<file path="config.mk">
export PLATFORM = sky130hd
export DESIGN_NAME = instruction_fetch
export DESIGN_NICKNAME = d
export VERILOG_FILES = /design/src/rtl/instruction_fetch.sv
export SDC_FILE = /design/constraint.sdc
export NUM_CORES = 1
export LEC_CHECK = 0
export BUFFER_PORTS_ARGS = -buffer_cell sky130_fd_sc_hd__buf_2
export CORE_ASPECT_RATIO = 0.6
export CORE_MARGIN = 3
export CORE_UTILIZATION = 49
export CTS_BUF_LIST = sky130_fd_sc_hd__clkbuf_2
export DETAILED_ROUTE_END_ITERATION = 6
export GPL_TIMING_DRIVEN = 0
export PLACE_DENSITY = 0.79
export RECOVER_POWER = 100
export SYNTH_ARGS = -nofsm -noshare
export SYNTH_HDL_FRONTEND = slang
export SYNTH_SLANG_ARGS = --single-unit
</file>
<file path="constraint.sdc">
create_clock -name clk -period 1.8 [get_ports clk]
set_input_delay 0 -clock clk [delete_from_list [all_inputs] [get_ports clk]]
set_output_delay 0 -clock clk [all_outputs]
set_load 0.02 [all_outputs]
</file>
<file path="src/rtl/instruction_fetch.sv">
// Instruction fetch stage.
//
// Holds the program counter and reads one 32-bit word per instruction from
// instruction memory over a req/ready port. Each word is offered to the decoder
// with the DOR / ack handshake. The PC advances only after the decoder drops its
// ack, because the decoder keeps ack high until it has finished executing.
//
// A redirect reloads the PC. In REQ it takes effect at once and the in-flight
// read is dropped. In PRESENT or RELEASE it is held as pending until the current
// word has been released, because a presented word is never retracted.
//
// Optional feature, enabled by defining the macro FETCH_HALT_EN:
//   A fetched MIPS `break` word (32'h0000_000D) is not presented. The stage
//   parks in a HALTED state instead, which only a redirect or reset can leave.
//   With the macro undefined the word is forwarded like any other word, and
//   `halted` is tied low.

module instruction_fetch #(
  parameter logic [31:0] RESET_PC = 32'h0000_0000
) (
  input  logic        clk,
  input  logic        reset,
  // Instruction memory read port
  output logic        mem_req,
  output logic [31:0] mem_addr,
  input  logic        mem_ready,
  input  logic [31:0] mem_data,
  // Decoder handshake
  output logic        DOR,
  input  logic        ack_from_next,
  output logic [31:0] data_out,
  output logic [31:0] pc_out,
  // PC reload
  input  logic        redirect,
  input  logic [31:0] redirect_pc,
  output logic        halted
);

  localparam logic [31:0] ResetPcAligned = {RESET_PC[31:2], 2'b00};

`ifdef FETCH_HALT_EN
  localparam logic [31:0] BreakWord = 32'h0000_000D;

  typedef enum logic [2:0] {
    StIdle,
    StReq,
    StPresent,
    StRelease,
    StHalted
  } state_e;
`else
  typedef enum logic [2:0] {
    StIdle,
    StReq,
    StPresent,
    StRelease
  } state_e;
`endif

  state_e      state_q, state_d;
  logic [31:0] pc_q, pc_d;
  logic        pend_q, pend_d;
  logic [31:0] pend_pc_q, pend_pc_d;
  logic [31:0] data_q, data_d;
  logic [31:0] pc_out_q, pc_out_d;

  logic [31:0] redirect_tgt;
  logic        unused_redirect_lsbs;

  // The low two address bits of a redirect are meaningless for word fetches.
  assign redirect_tgt         = {redirect_pc[31:2], 2'b00};
  assign unused_redirect_lsbs = ^redirect_pc[1:0];

  // State register and datapath registers, synchronous reset.
  always_ff @(posedge clk) begin
    if (reset) begin
      state_q   <= StIdle;
      pc_q      <= ResetPcAligned;
      pend_q    <= 1'b0;
      pend_pc_q <= 32'h0000_0000;
      data_q    <= 32'h0000_0000;
      pc_out_q  <= ResetPcAligned;
    end else begin
      state_q   <= state_d;
      pc_q      <= pc_d;
      pend_q    <= pend_d;
      pend_pc_q <= pend_pc_d;
      data_q    <= data_d;
      pc_out_q  <= pc_out_d;
    end
  end

  // Next-state, PC sequencing and redirect bookkeeping.
  always_comb begin
    state_d   = state_q;
    pc_d      = pc_q;
    pend_d    = pend_q;
    pend_pc_d = pend_pc_q;
    data_d    = data_q;
    pc_out_d  = pc_out_q;

    // Latch every redirect; states that apply it at once clear it again below.
    // A later redirect simply overwrites an earlier pending target.
    if (redirect) begin
      pend_d    = 1'b1;
      pend_pc_d = redirect_tgt;
    end

    unique case (state_q)
      StIdle: begin
        state_d = StReq;
        // No fetch is in flight yet, so a redirect here can be applied directly.
        if (redirect) begin
          pc_d   = redirect_tgt;
          pend_d = 1'b0;
        end
      end

      StReq: begin
        if (redirect) begin
          // Abandon the in-flight read; any mem_ready on this edge is dropped.
          pc_d   = redirect_tgt;
          pend_d = 1'b0;
        end else if (mem_ready) begin
`ifdef FETCH_HALT_EN
          if (mem_data == BreakWord) begin
            state_d = StHalted;
          end else begin
            data_d   = mem_data;
            pc_out_d = pc_q;
            state_d  = StPresent;
          end
`else
          data_d   = mem_data;
          pc_out_d = pc_q;
          state_d  = StPresent;
`endif
        end
      end

      StPresent: begin
        if (ack_from_next) begin
          state_d = StRelease;
        end
      end

      StRelease: begin
        if (!ack_from_next) begin
          state_d = StReq;
          pend_d  = 1'b0;
          // A redirect on the exit edge beats both the pending target and pc+4.
          if (redirect) begin
            pc_d = redirect_tgt;
          end else if (pend_q) begin
            pc_d = pend_pc_q;
          end else begin
            pc_d = pc_q + 32'd4;
          end
        end
      end

`ifdef FETCH_HALT_EN
      StHalted: begin
        if (redirect) begin
          pc_d    = redirect_tgt;
          pend_d  = 1'b0;
          state_d = StReq;
        end
      end
`endif

      default: begin
        state_d = StIdle;
      end
    endcase
  end

  // Outputs decoded from the current state and registers.
  always_comb begin
    mem_req  = (state_q == StReq);
    mem_addr = pc_q;
    DOR      = (state_q == StPresent);
    data_out = data_q;
    pc_out   = pc_out_q;
`ifdef FETCH_HALT_EN
    halted   = (state_q == StHalted);
`else
    halted   = 1'b0;
`endif
  end

endmodule

</file>
======== Yosys cells after proc, flatten, opt, wreduce, memory -nomap -nowiden ========
Cells that the tools add are included.
storage, ports and cells
  word-level logic and storage cells ...... 36
  flip-flop bits (word level) ............. 130
  output and inout bits ................... 99
  input port bits ......................... 69
operators by class
  bitwise operators ....................... 1
  multiplexer cells ....................... 14
  add/subtract/negate cells ............... 1
  reduce and logical (&&, ||, !) cells .... 6
  equal/unequal tests ..................... 8
operators with widths
  kind                   count
  $mux 32                4
  $pmux 32 s2            1
  $add 32x3->32 const B  1
  $mux 3                 4
  $pmux 3 s4             1
  $eq 3x2->1 const B     2
  $ne 2x1->1 const B     3
  $reduce_and 3->1       2
  $ne 2x2->1 const B     2
  $reduce_and 4->1       1
  $eq 3x1->1 const B     1
  $logic_not 3->1        1
  $mux 1                 3
  $pmux 1 s2             1
  $reduce_bool 2->1      1
  $reduce_or 2->1        1
  $not 1->1              1

======== Longest topological paths before layout ========
Gate-level depths: netlist of the first run.
  depth in word-level cells ............... 5
  mapped depth ............................ 9
  mapped depth without buffers ............ 7

======== Least setup slack after synthesis of the first run ========
Ideal clock, no wire load.
  path type ............................... reg-to-reg
  start ................................... register pc_q[2], in the netlist mem_addr[2]
  end ..................................... register pc_q[20], in the netlist mem_addr[20]
  clock period less this slack ............ 2.101 ns
  data arrival time ....................... 2.027 ns
  data required time ...................... 1.726 ns
  path slack .............................. -0.301 ns
  path buffers ............................ 0
  stages on the path, launching flop included .. 7
  setup time .............................. 0.074 ns
  path through ............................ dfxtp_1 -> ha_1 -> nand3_2 -> nor4_4 -> nand3_2 -> or4_1 -> a31oi_1
on the way
  word-level cells in the longest chain between the ends .. 5
RTL lines
  what                    RTL line  RTL
  start, declared         61        logic [31:0] pc_q, pc_d;
  start signal, assigned  78        pc_q <= ResetPcAligned;
  start signal, assigned  85        pc_q <= pc_d;
  $add 32x3->32           157       pc_d = pc_q + 32'd4;
  $mux 32                 154       end else if (pend_q) begin
  $mux 32                 152       if (redirect) begin
  $mux 32                 148       if (!ack_from_next) begin
  $pmux 32 s2             109       unique case (state_q)
Every way passes these cells. The select of a mux whose other input is x is not followed.
A chain may end at the register's enable or synchronous reset.

======== Final worst setup path of the first run ========
  start ................................... register pc_q[13], in the netlist mem_addr[13]
  end ..................................... register pc_q[20], in the netlist mem_addr[20]
Same word-level chain as after synthesis.

==> results of run 1 <==
metal layers:
metal / global-route usage (%) / up-vias / wire length (um)
li1: - / 3227 / -
met1: 42.72 / 3303 / 9122
met2: 47.85 / 510 / 10010
met3: 12.02 / 63 / 3380
met4: 7.984 / 0 / 374
met5: 0 / - / 0
logic make-up after synthesis:
kind of cell / count (synthesis)
flops: 125
buf+inv: 77
other cells: 1
fa+ha+maj: 6
mux: 33
compound gates: 194
simple gates: 320
xor+xnor: 8
worst max-delay path, stage by stage, from the launching register on:
cell,delay [ns]
dfxtp_2,0.48
nand4_1,0.18
buf_6,0.18
nor4_4,0.36
nand3_2,0.13
or4_1,0.41
a31oi_1,0.18
per-stage QoR:
stage	cell area [um^2]	setup TNS (ns)	power (W)	utilization, %	cells
finish	8562	-0.8534	0.008929	74.30	1227
floorplan	5943	-0.3044	0.005137	-	768
global placement	6939	-28.92	0.006046	60.22	1087
global route	8559	-1.537	0.009310	74.28	1226
CTS	8269	-0.2379	0.008518	71.76	1211
detailed placement	6939	-29.99	0.006074	60.22	1087
power by group through the flow:
stage | registers [W] | logic (W) | clock network, W
floorplan | 0.00371 | 0.00143 | 0
global placement | 0.00352 | 0.00253 | 0
detailed placement | 0.00353 | 0.00255 | 0
CTS | 0.00350 | 0.00290 | 0.00212
global route | 0.00359 | 0.00343 | 0.00228
finish | 0.00356 | 0.00323 | 0.00214
synthesized netlist by cell type, types with 5 or more instances:
cell / n
nand4_1: 14
nand2_1: 170
a21oi_1: 113
mux2i_1: 33
o21ai_0: 35
a31oi_1: 11
buf_1: 5
clkbuf_1: 46
nor3_1: 18
and3_1: 6
o22ai_1: 5
ha_1: 6
xor2_1: 6
inv_1: 11
nand3_1: 22
nand2b_1: 7
dfxtp_1: 125
o211ai_1: 6
buf_4: 7
nor2_1: 55
clkbuf_8: 5
final cells by class:
cell class                      instances  area, um^2
Sequential cell                       125        2559
Multi-Input combinational cell        567        3217
Buffer                                 63       419.2
Fill cell                             850        2962
Clock buffer                           17       85.08
Tap cell                              160       200.2
Timing Repair Buffer                  268        1827
Inverter                               11       41.29
Antenna cell                            1       2.502
Clock inverter                         15       211.5
registers in the layout, summed over array words and instances, names as in the netlist:
name       count
data_out      32
mem_addr      30
pc_out        30
pend_pc_q     30
pend_q         1
state_q        2
what timing repair did:
| action | CTS | global route |
|---|---|---|
| resized for setup | 68 | 64 |
| buffers inserted | 22 | 18 |
| cloned | 2 | 0 |
| pin swaps | 9 | 13 |
| endpoints found under the hold margin | 97 | 0 |
| setup endpoints to repair | 93 | 91 |
| hold buffers | 69 | 0 |
path summary, 6_finish.rpt:
check | start | depth (start not counted) | slack, ns | endpoint
worst max register to register | mem_addr[13]$_SDFFE_PP0P_ | 6 | -0.20 | mem_addr[20]$_SDFFE_PP0P_
worst max-delay path | mem_addr[13]$_SDFFE_PP0P_ | 6 | -0.20 | mem_addr[20]$_SDFFE_PP0P_
worst min register to register | pc_out[6]$_SDFFE_PP0P_ | 2 | 0.47 | pc_out[6]$_SDFFE_PP0P_
worst min-delay path | mem_data[11] | 4 | 0.06 | data_out[11]$_SDFFE_PP0P_
layout by cell type (no fill, tap or decap), drive strengths merged, types with 5 or more instances in the layout:
cell type,n
nor2,55
a31oi,11
nor4,5
ha,6
clkbuf,61
nand3,24
nand2,170
o211ai,6
clkinv,6
nor3,18
nand4,16
o21ai,35
mux2i,33
dfxtp,125
dlygate4sd3,69
xor2,6
a21oi,113
buf,217
and3,6
inv,15
o22ai,5
nand2b,7
conb,5
==> impl_metrics.yaml, run 1 <==
status:
  status: "finished, violations left"
  violations: "setup timing"
floorplan:
  die_h_um: 91.07
  core_area_mm2: 0.01152
  dieArea_mm2: 0.01346
  ioPinCount: 168
  start_util_pct: 51.28
  rows: 30
  die_w_um: 147.8
run:
  maxCapViolations: 0
placed_design:
  dp_hpwl_um: 14180
  numPortBuffers: 159
  gp_congestion: 0.9553
  dp_slack_ns: -0.5193
clock_tree:
  clk_pin_slew_ns: 0.21
  cts_tree: "yes"
  clock_latency_ns: 0.70
  clockRootBuffer: "clkbuf_2"
  clkSinkCount: 125
  htree_levels: 4
  cts.path.max_buffers: 2
  numCtsBuffers: 17
synthesis:
  synth_cell_types: 55
  synth_top_area_share_pct: 42.35
  ys_ff_latch: 125
  syn_inst: 764
  postSynthAreaPerCell_um2: 7.735
  synth_fa_ha_area_share_pct: 1.270
  synth_top_family_by_area: "simple AND/OR/NAND/NOR gates"
  yosysTopAreaCell: "dfxtp_1"
  synthArstFlopShare_pct: 0
  synthSimpleGateAreaFrac_pct: 24.52
  seq_area_frac_synth_pct: 42.35
  synth_xor_area_share_pct: 1.186
  synth_ff_type: "dfxtp_1"
  netlist_area_mm2: 0.005909
  synth_edf_count: 0
  yosys_warnings: 0
  yosys-top-cells-area: "dfxtp_1 42%, nand2_1 11%, a21oi_1 9.6%, mux2i_1 5.6%, nor2_1 3.5%"
  synth_compound_area_share_pct: 18.51
  synth.mux.area_fraction_pct: 5.590
cells_and_area:
  syn_to_final_growth_pct: 44.89
  fin_nets: 1128
  drive_gt1_share_pct: 31.80
critical_path:
  crit_arrival_ns: 2.61
  crit_fanout: 8
  critPathKind: "reg -> reg"
  required_ns: 2.41
  startpoint_type: "flip-flop"
  critPathCaptureType: "flip-flop"
detailed_routing:
  drt-initial-drc-count: 949
  drt-pass1-iter-count: 6
  wirelength_um: 22890
  ant_nets: 0
  num_vias: 7103
  drcViolationCount: 0
  avgViaCountPerCell: 5.789
  avgRoutedWirePerCell_um: 18.65
timing:
  final.setup.worst_slack_ns: -0.2031
  max_slew_margin_pct: 44.89
  period_share_pct: 111.3
  finClkSkew_ns: 0.03349
  whs_ns: 0.06132
  post-route-min-period_ns: 2.003
  report.final.slew_viol_count: 0
  max_freq_mhz: 499.2
  setup_viol: 7
  rsz0062_at_grt: "yes"
  hold_violations: 0
  tightest_slew_ns: 0.8266
power_and_ir_drop:
  combPwrFrac_pct: 36.2
  swShare_pct: 40.41
  ir_worst_vdd_v: 0.0007795
  p_leak_nw: 3.718
  power.clock.fraction_pct: 23.9
  cellInternalPower_w: 0.005320
  power_per_cell_area_mw_per_mm2: 1043
  pwr-share-seq_pct: 39.8
  switchingPower_w: 0.003608
worst_hold_path:
  hp-class: "in -> reg"
global_routing:
  antenna_found_initial: 0
  grt_pass1_vias: 6318
  grt_pass1_wl_um: 33680
  track_usage_pct: 31.67
  grt_max_degree: 17
  overflow: 0
Power figures use the tool's default switching activity.
==> run 2: changes to the inputs <==
--- a/config.mk
+++ b/config.mk
@@ -8,11 +8,11 @@
 export BUFFER_PORTS_ARGS = -buffer_cell sky130_fd_sc_hd__buf_2
 export CORE_ASPECT_RATIO = 0.6
 export CORE_MARGIN = 3
-export CORE_UTILIZATION = 49
+export CORE_UTILIZATION = 54
 export CTS_BUF_LIST = sky130_fd_sc_hd__clkbuf_2
 export DETAILED_ROUTE_END_ITERATION = 6
 export GPL_TIMING_DRIVEN = 0
-export PLACE_DENSITY = 0.79
+export PLACE_DENSITY = 0.82
 export RECOVER_POWER = 100
 export SYNTH_ARGS = -nofsm -noshare
 export SYNTH_HDL_FRONTEND = slang
==> constraint.sdc (replaced) <==
create_clock -name clk -period 2 [get_ports clk]
set_input_delay 0 -clock clk [delete_from_list [all_inputs] [get_ports clk]]
set_output_delay 0 -clock clk [all_outputs]
set_load 0.02 [all_outputs]
==> run 2 against run 1 <==
  * The flow still finishes with violations (setup timing)
  * Non-clock buffer count decreased by 28
  * Total power fell by 15%
  * Global-route usage grew 1.2 points
  * Cell area fell by 6.0%
  * Hold slack gained 0.021 ns
  * Critical path depth rose by 1
  * First-iteration DRC count down 18%
  * Combinational power is 21% lower
  * Clock power fell by 13%
  * Maximum frequency fell by 3.3%
  * Critical endpoint unchanged
  * Highest routed layer unchanged
==> impl_metrics.yaml, run 2 (synthesized netlist as in run 1, its figures left out) <==
global_routing:
  track_usage_pct: 32.88
  grt_pass1_wl_um: 31650
  antenna_found_initial: 0
  grt_max_degree: 17
  grt_pass1_vias: 6026
  overflow: 0
status:
  violations: "setup timing"
  status: "finished, violations left"
cells_and_area:
  fill_cells: 768
  antenna_cells: 0
  final_core_util_pct: 78.38
  largest_register_ffs: 32
  drive_gt1_share_pct: 25.77
  fin_nets: 1099
  mostFrequentLayoutCells: "170 x nand2_1, 160 x buf_2, 112 x a21oi_1, 110 x dfxtp_1, 67 x dlygate4sd3_1"
  mostFrequentLayoutCell: "nand2_1"
  syn_to_final_growth_pct: 36.14
  layout.cells.non_filler: 1171
placed_design:
  gp_congestion: 0.9466
  place_inst: 1062
  numPortBuffers: 159
  dp_hpwl_um: 13560
critical_path:
  cp_top_family: "simple AND/OR/NAND/NOR gates"
  crit_arrival_ns: 2.70
  crit_fanout: 7
  critPathCaptureType: "flip-flop"
  slowest_stage: "or4_1"
  critPathKind: "reg -> reg"
  cp_cell_sequence: "buf_6 > nand4_1 > buf_4 > nor4_4 > nand3_2 > or4_1 > a31oi_1"
  crit_buf_inv: 2
  required_ns: 2.63
  critPathMaxStageDelay_ns: 0.40
  startpoint_type: "flip-flop"
timing:
  rsz0062_at_grt: "yes"
  post-route-min-period_ns: 2.071
  finClkSkew_ns: 0.02833
  setup_viol: 3
  report.final.slew_viol_count: 0
  final.setup.worst_slack_ns: -0.07087
  max_slew_margin_pct: 45.24
  whs_ns: 0.08254
  tightest_slew_ns: 0.8213
  hold_violations: 0
  period_share_pct: 103.5
  max_freq_mhz: 482.9
clock_tree:
  clockRootBuffer: "clkbuf_2"
  clock_latency_ns: 0.69
  clk_pin_slew_ns: 0.22
  clkSinkCount: 125
  htree_levels: 4
  cts_tree: "yes"
  cts.path.max_buffers: 2
  numCtsBuffers: 17
detailed_routing:
  num_vias: 6811
  drcViolationCount: 0
  wirelength_um: 21000
  avgViaCountPerCell: 5.816
  drt-pass1-iter-count: 6
  avgRoutedWirePerCell_um: 17.93
  drt-initial-drc-count: 782
  ant_nets: 0
floorplan:
  die_h_um: 87.03
  die_w_um: 141.1
  ioPinCount: 168
  core_area_mm2: 0.01026
  rows: 28
  dieArea_mm2: 0.01228
  start_util_pct: 57.57
power_and_ir_drop:
  p_leak_nw: 3.480
  ir_worst_vdd_v: 0.0008313
  power_per_cell_area_mw_per_mm2: 940.8
run:
  maxCapViolations: 0
worst_hold_path:
  hp-class: "in -> reg"
==> run 2: changes by cell type in the layout (fill, tap and decap cells not counted), moves of 6 or more <==
cell / before / now
clkbuf_1: 15 / 31
dfxtp_4: 12 / 3
buf_6: 13 / 5
clkbuf_2: 35 / 26
buf_4: 39 / 18
dfxtp_1: 104 / 110
==> run 2: final timing paths <==
path,slack (ns),to,startpoint,depth (start not counted)
worst max-delay path,-0.07,mem_addr[20]$_SDFFE_PP0P_,mem_addr[11]$_SDFFE_PP0P_,7
worst min-delay path,0.08,data_out[4]$_SDFFE_PP0P_,mem_data[4],4
worst max register to register,-0.07,mem_addr[20]$_SDFFE_PP0P_,mem_addr[11]$_SDFFE_PP0P_,7
worst min register to register,0.46,pc_out[19]$_SDFFE_PP0P_,pc_out[19]$_SDFFE_PP0P_,2
==> run 2: tightest hold or removal path: cells and delay by family <==
family                 cells  cell delay [ns]
AO/OA/AOI/OAI              1             0.05
AND/OR/NAND/NOR            1             0.04
buffers and inverters      2             0.65
==> run 2: power by group <==
part	internal [W]	switching [W]	total, W
Clock	0.000820	0.00104	0.00186
Sequential	0.00279	0.000359	0.00315
Combinational	0.000927	0.00163	0.00256
Total	0.00454	0.00303	0.00757
==> run 2: repair_timing <==
action,CTS,global route
pin swaps,1,9
setup endpoints to repair,87,85
setup buffers,1,12
hold buffers,67,0
hold endpoints to repair,97,0
resized for setup,14,46
cloned,0,0
==> run 2: metal layers <==
layer / GRT usage, % / vias up / share of wire [%]
met1: 43.88 / 3095 / 40
met4: 8.883 / 0 / 2.7
met2: 52.78 / 467 / 45
met5: 0 / - / 0
met3: 9.435 / 82 / 12
li1: - / 3167 / -
==> run 2: final cells by class <==
| cell class | count | area (um^2) | share of cell area [%] |
|---|---|---|---|
| Multi-Input combinational cell | 566 | 3089 | 38.40 |
| Sequential cell | 125 | 2529 | 31.43 |
| Timing Repair Buffer | 239 | 1570 | 19.52 |
| Buffer | 64 | 369.1 | 4.588 |
| Clock inverter | 14 | 192.7 | 2.395 |
| Tap cell | 135 | 168.9 | 2.100 |
| Clock buffer | 17 | 85.08 | 1.058 |
| Inverter | 11 | 41.29 | 0.5132 |
==> run 2: through the flow <==
step	area (um^2)	TNS [ns]	total power, W	worst slack, ns
3_3_place_gp	6892	-10.43	0.005407	-0.3097
3_5_place_dp	6892	-11.98	0.005439	-0.3167
5_1_grt	8045	-0.5335	0.007906	-0.1321
6_report	8045	-0.1240	0.007569	-0.07087
4_1_cts	7871	0	0.007350	0.0008200
2_1_floorplan	5927	0	0.004612	0.04601
==> run 3: changes to the inputs <==
--- a/config.mk
+++ b/config.mk
@@ -14,6 +14,7 @@
 export GPL_TIMING_DRIVEN = 0
 export PLACE_DENSITY = 0.82
 export RECOVER_POWER = 100
+export SETUP_SLACK_MARGIN = 0.15
 export SYNTH_ARGS = -nofsm -noshare
 export SYNTH_HDL_FRONTEND = slang
 export SYNTH_SLANG_ARGS = --single-unit
==> run 3 against run 2 <==
  * The flow finishes with violations (DRC)
  * Die area is the same
  * Clock power is essentially flat
  * Routed wire length grew 9.2%
  * Setup slack gained 0.079 ns
  * Cell area grew 2.5%
  * Critical path depth is the same
  * Register-to-register slack gained 0.08 ns
  * Combinational power grew 11%
  * Sequential cell count is the same
  * Largest power group unchanged
==> impl_metrics.yaml, run 3 (synthesized netlist as in run 1, its figures left out) <==
critical_path:
  required_ns: 2.64
  critPathMaxStageDelay_ns: 0.44
  crit_buf_inv: 2
  startpoint_type: "flip-flop"
  cp_common_cell: "buf_6"
  slowest_stage: "or4_1"
  cp_top_family: "simple AND/OR/NAND/NOR gates"
  regToRegSetupSlack_ns: 0.008
  critPathKind: "reg -> reg"
  crit_arrival_ns: 2.64
  cp_cell_sequence: "buf_6 > nand4_1 > buf_6 > nor4_4 > nand3_2 > or4_1 > a31oi_1"
  worstRegToRegCells: 7
  critPathCaptureType: "flip-flop"
  worstReg2RegEnd: "mem_addr[20]$_SDFFE_PP0P_"
  crit_fanout: 6
  rr_startpoint: "mem_addr[10]$_SDFFE_PP0P_"
detailed_routing:
  drcViolationCount: 1
  highest_layer: "met4"
  avgViaCountPerCell: 6.088
  met2_wirelength_um: 9765
  avgRoutedWirePerCell_um: 19.30
  ant_nets: 0
  wirelength_um: 22930
  dr_wl_met3_um: 3572
  drt-initial-drc-count: 1152
  drt-pass1-iter-count: 7
  num_vias: 7232
  met1_length_um: 8672
placed_design:
  numPortBuffers: 159
  gp_congestion: 0.9943
  place_area_mm2: 0.006904
  dp_hpwl_um: 14050
timing:
  finClkSkew_ns: 0.05265
  setup_viol: 0
  max_slew_margin_pct: 46.26
  post-route-min-period_ns: 1.992
  report.final.slew_viol_count: 0
  period_share_pct: 99.58
  fin_setup_tns_ns: 0
  hold_violations: 0
  rsz0062_at_grt: "yes"
  tightest_slew_ns: 0.8061
  max_freq_mhz: 502.1
  whs_ns: 0.06743
cells_and_area:
  syn_to_final_growth_pct: 39.51
  multi_input_area_mm2: 0.003163
  drive_gt1_share_pct: 22.15
  regArea_mm2: 0.002539
  mostFrequentLayoutCells: "170 x nand2_1, 109 x a21oi_1, 108 x dfxtp_1, 98 x clkbuf_1, 81 x buf_2"
  fin_area_mm2: 0.008244
  fin_nets: 1115
  largest_register_ffs: 32
  fill_cells: 765
  mostFrequentLayoutCell: "nand2_1"
worst_hold_path:
  hold_depth: 4
  min_to: "data_out[5]$_SDFFE_PP0P_"
  min_from: "mem_data[5]"
  hp-class: "in -> reg"
global_routing:
  track_usage_pct: 35.12
  overflow: 0
  antenna_found_initial: 0
  grt_pass1_vias: 6631
  grt_max_degree: 17
  grt_pass1_wl_um: 34070
clock_tree:
  clk_pin_slew_ns: 0.21
  cts.path.max_buffers: 2
  clockRootBuffer: "clkbuf_2"
  htree_levels: 4
  clkSinkCount: 125
  cts_tree: "yes"
  clock_latency_ns: 0.73
  numCtsBuffers: 17
run:
  maxCapViolations: 0
status:
  status: "finished, violations left"
  violations: "DRC"
floorplan:
  core_area_mm2: 0.01026
  die_h_um: 87.03
  dieArea_mm2: 0.01228
  start_util_pct: 57.57
  rows: 28
  ioPinCount: 168
  die_w_um: 141.1
power_and_ir_drop:
  total_power_w: 0.007866
  power_per_cell_area_mw_per_mm2: 954.2
  ir_worst_vdd_v: 0.0006843
  p_leak_nw: 3.309
## run 3: worst max-delay path by stage
stage                                    from                        end  slack, ns  cells after the start
floorplan           mem_addr[11]$_SDFFE_PP0P_  mem_addr[29]$_SDFFE_PP0P_       0.09                      6
global placement      state_q[0]$_SDFFE_PP0P_  mem_addr[11]$_SDFFE_PP0P_      -0.32                      9
detailed placement    state_q[0]$_SDFFE_PP0P_  mem_addr[27]$_SDFFE_PP0P_      -0.38                      9
CTS                   state_q[1]$_SDFFE_PP0P_  mem_addr[16]$_SDFFE_PP0P_       0.14                      7
global route        mem_addr[11]$_SDFFE_PP0P_  mem_addr[20]$_SDFFE_PP0P_      -0.02                      7
finish              mem_addr[10]$_SDFFE_PP0P_  mem_addr[20]$_SDFFE_PP0P_      0.008                      7
## run 3: routing by layer
metal	vias to the layer above	track usage, %
met3	121	13.27
met4	0	11.35
met1	3282	46.61
met2	625	53.26
li1	3204	-
met5	-	0
## run 3: final cells by class
class	instances	area share (%)
Antenna cell	1	0.03035
Clock buffer	17	1.032
Clock inverter	14	2.368
Multi-Input combinational cell	566	38.37
Tap cell	135	2.049
Timing Repair Buffer	254	19.62
Inverter	11	0.5008
Buffer	65	5.236
Sequential cell	125	30.79
## run 3: stage by stage
stage / util (%) / setup slack (ns) / cells
after floorplan: - / 0.08764 / 768
after global placement: 67.26 / -0.3218 / 1062
after detailed placement: 67.26 / -0.3757 / 1062
after CTS: 78.89 / 0.1446 / 1174
after global routing: 80.29 / -0.02058 / 1187
final: 80.31 / 0.008322 / 1188
## run 3: tightest hold or removal path: cells and delay by family
family	cells	cell delay, ns
buffers and inverters	2	0.64
and+or+nand+nor	1	0.05
AOI/OAI and AO/OA	1	0.05
## run 3: power breakdown
group / switching [W] / internal, W / leakage (nW)
logic: 0.00181 / 0.00103 / 2.12
registers: 0.000373 / 0.00280 / 1.03
clock network: 0.00103 / 0.000822 / 0.164
## run 3: timing repair
action / 4_1_cts / 5_1_grt
cloned: 0 / 1
pin swaps: 6 / 11
hold endpoints to repair: 101 / 0
gates resized for setup: 52 / 74
buffers inserted: 15 / 12
endpoints found under the setup margin: 94 / 86
hold buffers: 67 / 0
